**src/rtl/bus_activity_meter_pkg.sv**
```systemverilog
// rtl/bus_activity_meter_pkg.sv - shared types and helpers for the bus activity meter
`timescale 1ns/1ps
package lp_meter_pkg;

  typedef enum logic [1:0] {
    IDLE = 2'd0,
    ARM  = 2'd1,
    MEAS = 2'd2,
    DONE = 2'd3
  } meter_state_e;

  function automatic int width_of_popcount(input int w);
    return $clog2(w + 1);
  endfunction

  // Operands are carried at 64 bits so one helper serves every counter width (w <= 62).
  function automatic logic [63:0] sat_add(input logic [63:0] a, input logic [63:0] b, input int w);
    logic [63:0] lim;
    logic [63:0] sum;
    lim = (64'd1 << w) - 64'd1;
    sum = a + b;
    return (sum > lim) ? lim : sum;
  endfunction

endpackage

```
**src/rtl/bus_activity_meter_if.sv**
```systemverilog
// rtl/bus_activity_meter_if.sv - control, sample and result signals of one meter instance
`timescale 1ns/1ps
interface bus_activity_meter_if import lp_meter_pkg::*; #(
  parameter int W     = 9,
  parameter int CNT_W = 24
) ();
  localparam int PW = width_of_popcount(W);

  logic             start;
  logic             stop;
  logic [W-1:0]     bus_in;
  logic             bus_valid;
  logic             busy;
  logic             done;
  logic [CNT_W-1:0] total_trans;
  logic [PW-1:0]    max_trans;
  logic [CNT_W-1:0] sample_cnt;
`ifdef PER_LINE_CNT_EN
  logic [W*CNT_W-1:0] line_cnt;
`endif

  modport master (
    output start, stop, bus_in, bus_valid,
    input  busy, done, total_trans, max_trans, sample_cnt
`ifdef PER_LINE_CNT_EN
    , input line_cnt
`endif
  );

  modport slave (
    input  start, stop, bus_in, bus_valid,
    output busy, done, total_trans, max_trans, sample_cnt
`ifdef PER_LINE_CNT_EN
    , output line_cnt
`endif
  );

endinterface

```
**src/rtl/bus_activity_meter_popcount.sv**
```systemverilog
// rtl/bus_activity_meter_popcount.sv - combinational Hamming distance of two W-bit vectors
`timescale 1ns/1ps
module bus_popcount import lp_meter_pkg::*; #(
  parameter int W = 9
) (
  input  logic [W-1:0]                   a,
  input  logic [W-1:0]                   b,
  output logic [width_of_popcount(W)-1:0] count
);
  localparam int PW = width_of_popcount(W);

  logic [W-1:0] diff;

  assign diff = a ^ b;

  always_comb begin
    count = '0;
    for (int i = 0; i < W; i++) begin
      count = count + PW'(diff[i]);
    end
  end

endmodule

```
**src/rtl/bus_activity_meter.sv**
```systemverilog
// rtl/bus_activity_meter.sv - counts line transitions of an encoded bus over a window
// Optional per-line toggle counters on output line_cnt when PER_LINE_CNT_EN is defined.
`timescale 1ns/1ps
module bus_activity_meter import lp_meter_pkg::*; #(
  parameter int W      = 9,
  parameter int WINDOW = 1024,
  parameter int CNT_W  = 24
) (
  input logic           ck,
  input logic           rst,
  bus_activity_meter_if.slave mif
);
  localparam int PW = width_of_popcount(W);

  meter_state_e     state;
  meter_state_e     state_next;
  logic [W-1:0]     prev;
  logic [CNT_W-1:0] total;
  logic [CNT_W-1:0] cnt;
  logic [PW-1:0]    max_d;
  logic [PW-1:0]    d;
  logic [CNT_W-1:0] total_sum;
  logic [CNT_W-1:0] cnt_sum;
  logic             clear;
  logic             load_prev;
  logic             count;
  logic             window_hit;

  bus_popcount #(.W(W)) u_popcount (
    .a     (mif.bus_in),
    .b     (prev),
    .count (d)
  );

  assign total_sum  = CNT_W'(sat_add(64'(total), 64'(d), CNT_W));
  assign cnt_sum    = CNT_W'(sat_add(64'(cnt), 64'd1, CNT_W));
  assign window_hit = (WINDOW != 0) && (cnt_sum == CNT_W'(WINDOW));

  always_ff @(posedge ck or posedge rst) begin
    if (rst) begin
      state <= IDLE;
    end else begin
      state <= state_next;
    end
  end

  // start is checked first everywhere so it always wins over stop and the in-flight sample.
  always_comb begin
    state_next = state;
    clear      = 1'b0;
    load_prev  = 1'b0;
    count      = 1'b0;
    case (state)
      IDLE: begin
        if (mif.start) begin
          clear      = 1'b1;
          state_next = ARM;
        end else if (mif.stop) begin
          state_next = DONE;
        end
      end
      ARM: begin
        if (mif.start) begin
          clear      = 1'b1;
          state_next = ARM;
        end else if (mif.stop) begin
          state_next = DONE;
        end else if (mif.bus_valid) begin
          load_prev  = 1'b1;
          state_next = MEAS;
        end
      end
      MEAS: begin
        if (mif.start) begin
          clear      = 1'b1;
          state_next = ARM;
        end else begin
          if (mif.bus_valid) begin
            count     = 1'b1;
            load_prev = 1'b1;
            if (window_hit) begin
              state_next = DONE;
            end
          end
          if (mif.stop) begin
            state_next = DONE;
          end
        end
      end
      DONE: begin
        if (mif.start) begin
          clear      = 1'b1;
          state_next = ARM;
        end
      end
      default: state_next = IDLE;
    endcase
  end

  always_ff @(posedge ck or posedge rst) begin
    if (rst) begin
      prev  <= '0;
      total <= '0;
      cnt   <= '0;
      max_d <= '0;
    end else begin
      if (clear) begin
        total <= '0;
        cnt   <= '0;
        max_d <= '0;
      end else if (count) begin
        total <= total_sum;
        cnt   <= cnt_sum;
        if (d > max_d) begin
          max_d <= d;
        end
      end
      if (load_prev) begin
        prev <= mif.bus_in;
      end
    end
  end

  assign mif.busy        = (state == ARM) || (state == MEAS);
  assign mif.done        = (state == DONE);
  assign mif.total_trans = total;
  assign mif.max_trans   = max_d;
  assign mif.sample_cnt  = cnt;

`ifdef PER_LINE_CNT_EN
  logic [W-1:0]            toggled;
  logic [W-1:0][CNT_W-1:0] line_q;

  assign toggled = mif.bus_in ^ prev;

  always_ff @(posedge ck or posedge rst) begin
    if (rst) begin
      line_q <= '0;
    end else if (clear) begin
      line_q <= '0;
    end else if (count) begin
      for (int i = 0; i < W; i++) begin
        line_q[i] <= CNT_W'(sat_add(64'(line_q[i]), 64'(toggled[i]), CNT_W));
      end
    end
  end

  assign mif.line_cnt = line_q;
`endif

endmodule

```
**src/flat_wrapper.sv**
```systemverilog
// flat-port wrapper written by rule: the top's interface ports become plain ports
module bus_activity_meter_flat import lp_meter_pkg::*;
#(
  parameter int W      = 9,
  parameter int WINDOW = 1024,
  parameter int CNT_W  = 24
)
  (ck, rst, mif_start, mif_stop, mif_bus_in, mif_bus_valid, mif_busy, mif_done, mif_total_trans, mif_max_trans, mif_sample_cnt);
  bus_activity_meter_if #(.W(W), .CNT_W(CNT_W)) mif_i ();
  input logic ck;
  input logic rst;
  input wire logic [$bits(mif_i.start)-1:0] mif_start;
  input wire logic [$bits(mif_i.stop)-1:0] mif_stop;
  input wire logic [$bits(mif_i.bus_in)-1:0] mif_bus_in;
  input wire logic [$bits(mif_i.bus_valid)-1:0] mif_bus_valid;
  output wire logic [$bits(mif_i.busy)-1:0] mif_busy;
  output wire logic [$bits(mif_i.done)-1:0] mif_done;
  output wire logic [$bits(mif_i.total_trans)-1:0] mif_total_trans;
  output wire logic [$bits(mif_i.max_trans)-1:0] mif_max_trans;
  output wire logic [$bits(mif_i.sample_cnt)-1:0] mif_sample_cnt;
  assign mif_i.start = mif_start;
  assign mif_i.stop = mif_stop;
  assign mif_i.bus_in = mif_bus_in;
  assign mif_i.bus_valid = mif_bus_valid;
  assign mif_busy = mif_i.busy;
  assign mif_done = mif_i.done;
  assign mif_total_trans = mif_i.total_trans;
  assign mif_max_trans = mif_i.max_trans;
  assign mif_sample_cnt = mif_i.sample_cnt;
  bus_activity_meter #(.W(W), .WINDOW(WINDOW), .CNT_W(CNT_W)) u_core (.ck(ck), .rst(rst), .mif(mif_i));
endmodule
```
**config.mk**
```make
export PLATFORM = sky130hd
export DESIGN_NAME = bus_activity_meter_flat
export DESIGN_NICKNAME = d
export VERILOG_FILES = /design/src/rtl/bus_activity_meter_pkg.sv /design/src/rtl/bus_activity_meter_if.sv /design/src/rtl/bus_activity_meter_popcount.sv /design/src/rtl/bus_activity_meter.sv /design/src/flat_wrapper.sv
export SDC_FILE = /design/constraint.sdc
export NUM_CORES = 1
export LEC_CHECK = 0
export CORE_ASPECT_RATIO = 2
export CORE_MARGIN = 8
export CORE_UTILIZATION = 55
export CTS_CLUSTER_DIAMETER = 60
export CTS_CLUSTER_SIZE = 20
export DETAILED_ROUTE_END_ITERATION = 8
export PLACE_DENSITY = 0.78
export SLEW_MARGIN = 20
export SYNTH_ARGS = -nofsm -noshare
export SYNTH_HDL_FRONTEND = slang
export SYNTH_SLANG_ARGS = --single-unit
```
**constraint.sdc**
```tcl
create_clock -name ck -period 6 [get_ports ck]
set_input_delay 1.2 -clock ck [delete_from_list [all_inputs] [get_ports ck]]
set_output_delay 1.2 -clock ck [all_outputs]
set_load 0.005 [all_outputs]
```
==> metrics <==
FF/Latch Area=roughly 0.0016 mm2; largest family of logic cells by synthesized area=simple AND/OR/NAND/NOR gates; #FFs+latches synth=between 60 and 70; outcome=complete, no violations; standard-cell rows=46; pin count of the biggest net entering global routing=64; post-synth top area cell=dfrtp_1; DRT Pass-1 Iters=5; fillers=between 600 and 700; sequential area share after synthesis=0.3629; Synth Area in XOR/XNOR=0.04234; initial antenna violation count=0; DRT iter0 DRCs=293; RD Place Congestion=between 0.8 and 0.9; initial core utilization=0.5550; PnR worst setup slack=171.8 ps; power density cells=405.1 mW/mm2; Pwr Total=0.002229 W; Compound-Gate Fraction of Synth Area=0.2100; first-pass GRT wire length=between 15 and 20 mm; Worst Path Arrival=approximately 6000 ps; WL per Instance=roughly 18 um; Detail Placement HPWL=just under 8 mm; post-synthesis simple-gate area fraction=0.2114; Critical Path Fanout Max=5; Slew Viols, Final=0; Nets=~580; drt drc=0; Die Width=between 70 and 80 um; worst path required time=between 6000 and 7000 ps; CTS HTree Levels=3; Clock Tree Buf Depth=2; Fin Clk Skew=about 5.4 ps; Root Buffer=clkbuf_16; CP Capture Type=register; n_diodes=0; CP startpoint kind=primary input; Area Overhead vs Synth=26.64%; vias in the first global route=3832; post-synthesis cell area=about 0.0043 mm2; syn_nets=roughly 510; Main synth FF type=dfrtp_1; area of the multi-input gates=0.002540 mm2; gr ovfl total=0; via count=approximately 4000; Syn Inst Count=471; CTS clk-pin slew, worst paths=around 60 ps; Worst Max-Slew Pin Slew=approximately 940 ps; die area=between 0.01 and 0.015 mm2; top-count cell post-synth=dfrtp_1; Synth Warn #=0; Routed Antenna Nets=0; minimum clock period=5828 ps; post-synth cell types=71; f_max=~170 MHz; worst setup path class=primary input to register; I/O Pins=68; # Max-Cap Violations=0; Buffers on Ports=67; Setup violations, final=0; Synth top cells by count=dfrtp_1, a21oi_1, nor2_1; Clock Sinks=63; Worst VDD drop=approximately 520 uV; Synth Area per Inst=about 9.2 um2; post-synth top area share=0.3629; drt via density=6.304; post-place setup slack=-185.1 ps; Final Hold Fails=0; period utilization=0.9714; post-synthesis adder-cell area fraction=0.07373; EDFF count, synth=0; Async SR Flop Fraction=1.000; WL final=11.53 mm; CTS tree=yes; top cells by area, synth=dfrtp_1, a21oi_1, ha_1; Placed Area=a little over 0.005 mm2; LEAKAGE=between 2 and 2.5 nW; fraction of layout cells with a size suffix above 1=0.1484; postcts setup bufs=0; Final Instance Area=around 0.0055 mm2; GR Util All Layers=0.2113; Rel. slew slack=0.3701; CTS buffer count=9; Die Y=141.7 um; core area=about 0.0078 mm2; Tightest Hold Check Type=register to register; mux cell area share after synthesis=0.04061; Clock Latency Late Sink=330 ps
worst max-delay path: stages:
cell             delay, ps
clkdlybuf4s50_1        530
xnor2_2                140
fa_1                   460
fa_1                   530
fa_1                   530
fa_1                   490
fa_1                   510
inv_1                   80
ha_1                   280
a21o_1                 150
a21oi_1                180
o21bai_1               130
and3_1                 260
a41oi_1                260
a41oi_1                 70
o221a_2                240
layer usage:
metal  global-route usage  up-vias  part of all wire
li1                     -     1917                 -
met1               0.2724     1966              0.42
met2               0.3262      144              0.49
met3              0.05323       20             0.063
met4              0.08850        0             0.019
met5                    0        -                 0
cell type report:
| cell class | instances | share of cell area |
|---|---|---|
| clock buffers | 9 | 0.04094 |
| flip-flops and latches | 63 | 0.2866 |
| inverters | 24 | 0.01637 |
| clock inverters | 7 | 0.02206 |
| repair buffers | 88 | 0.1506 |
| well taps | 96 | 0.02183 |
| multi-input cells | 355 | 0.4617 |
cells by family after synthesis:
kind of cell | after synthesis
adders and majority gates | 22
buffers and inverters | 53
AOI/OAI and AO/OA | 141
xor gates and xnor gates | 21
and+or+nand+nor | 155
muxes | 16
DFF | 63
through the flow:
step / setup TNS (ps) / hold WS [ps] / std cells / util
2_1_floorplan: 0 / 493.5 / 471 / -
3_3_place_gp: -302.7 / 507.5 / 626 / 0.6549
3_5_place_dp: -1605 / 517.3 / 626 / 0.6549
4_1_cts: 0 / 533.5 / 642 / 0.6992
5_1_grt: -8.625 / 550.1 / 642 / 0.7028
6_report: 0 / 523.9 / 642 / 0.7028
registers in the layout, indices dropped and copies added (netlist names):
register                cells
u_core.mif.max_trans        4
u_core.mif.sample_cnt      24
u_core.mif.total_trans     24
u_core.prev                 9
u_core.state                2
where the power goes:
group	switching [W]	total, W	internal, W	leakage (nW)
combinational	0.000559	0.00114	0.000582	1.22
clock	0.000195	0.000602	0.000407	0.170
sequential	0.0000277	0.000486	0.000458	0.856
total	0.000782	0.00223	0.00145	2.25
cell usage in the layout, fill, tap and decap left out, types with 7 or more instances in the layout:
cell             synthesis  final
clkdlybuf4s50_1          0     67
dfrtp_1                 63     63
a21oi_1                 44     43
o21ai_0                 23     23
inv_1                   23     22
nor2_1                  24     22
buf_4                    3     21
nand2_1                 20     20
a31oi_1                 20     20
nand3_1                 19     19
xnor2_1                 19     17
ha_1                    16     16
nand4_1                 15     15
mux2_2                  13     13
and3_1                   9      9
clkbuf_16                0      9
nor4_1                   8      8
nor3_1                   9      8
and2_1                   7      7
path summary, 6_finish.rpt:
| kind | slack, ps | to | from | depth (start not counted) |
|---|---|---|---|---|
| worst min-delay path | 520 | u_core.mif.total_trans[10]$_DFFE_PP0P_ | u_core.mif.total_trans[10]$_DFFE_PP0P_ | 1 |
| min in group asynchronous | 1440 | u_core.mif.total_trans[10]$_DFFE_PP0P_ | rst | 3 |
| worst max-delay path | 170 | u_core.mif.total_trans[19]$_DFFE_PP0P_ | mif_bus_in[3] | 16 |
| max in group asynchronous | 4040 | u_core.prev[2]$_DFFE_PP0P_ | rst | 3 |
| worst max register to register | 1100 | u_core.mif.total_trans[19]$_DFFE_PP0P_ | u_core.prev[1]$_DFFE_PP0P_ | 15 |
| worst min register to register | 520 | u_core.mif.total_trans[10]$_DFFE_PP0P_ | u_core.mif.total_trans[10]$_DFFE_PP0P_ | 1 |
timing repair:
item	4_1_cts	5_1_grt
hold endpoints to repair	0	0
setup endpoints to repair	0	15
hold buffers	0	0
resized for setup	0	6
Note: power is estimated with default switching activity, not from simulation.
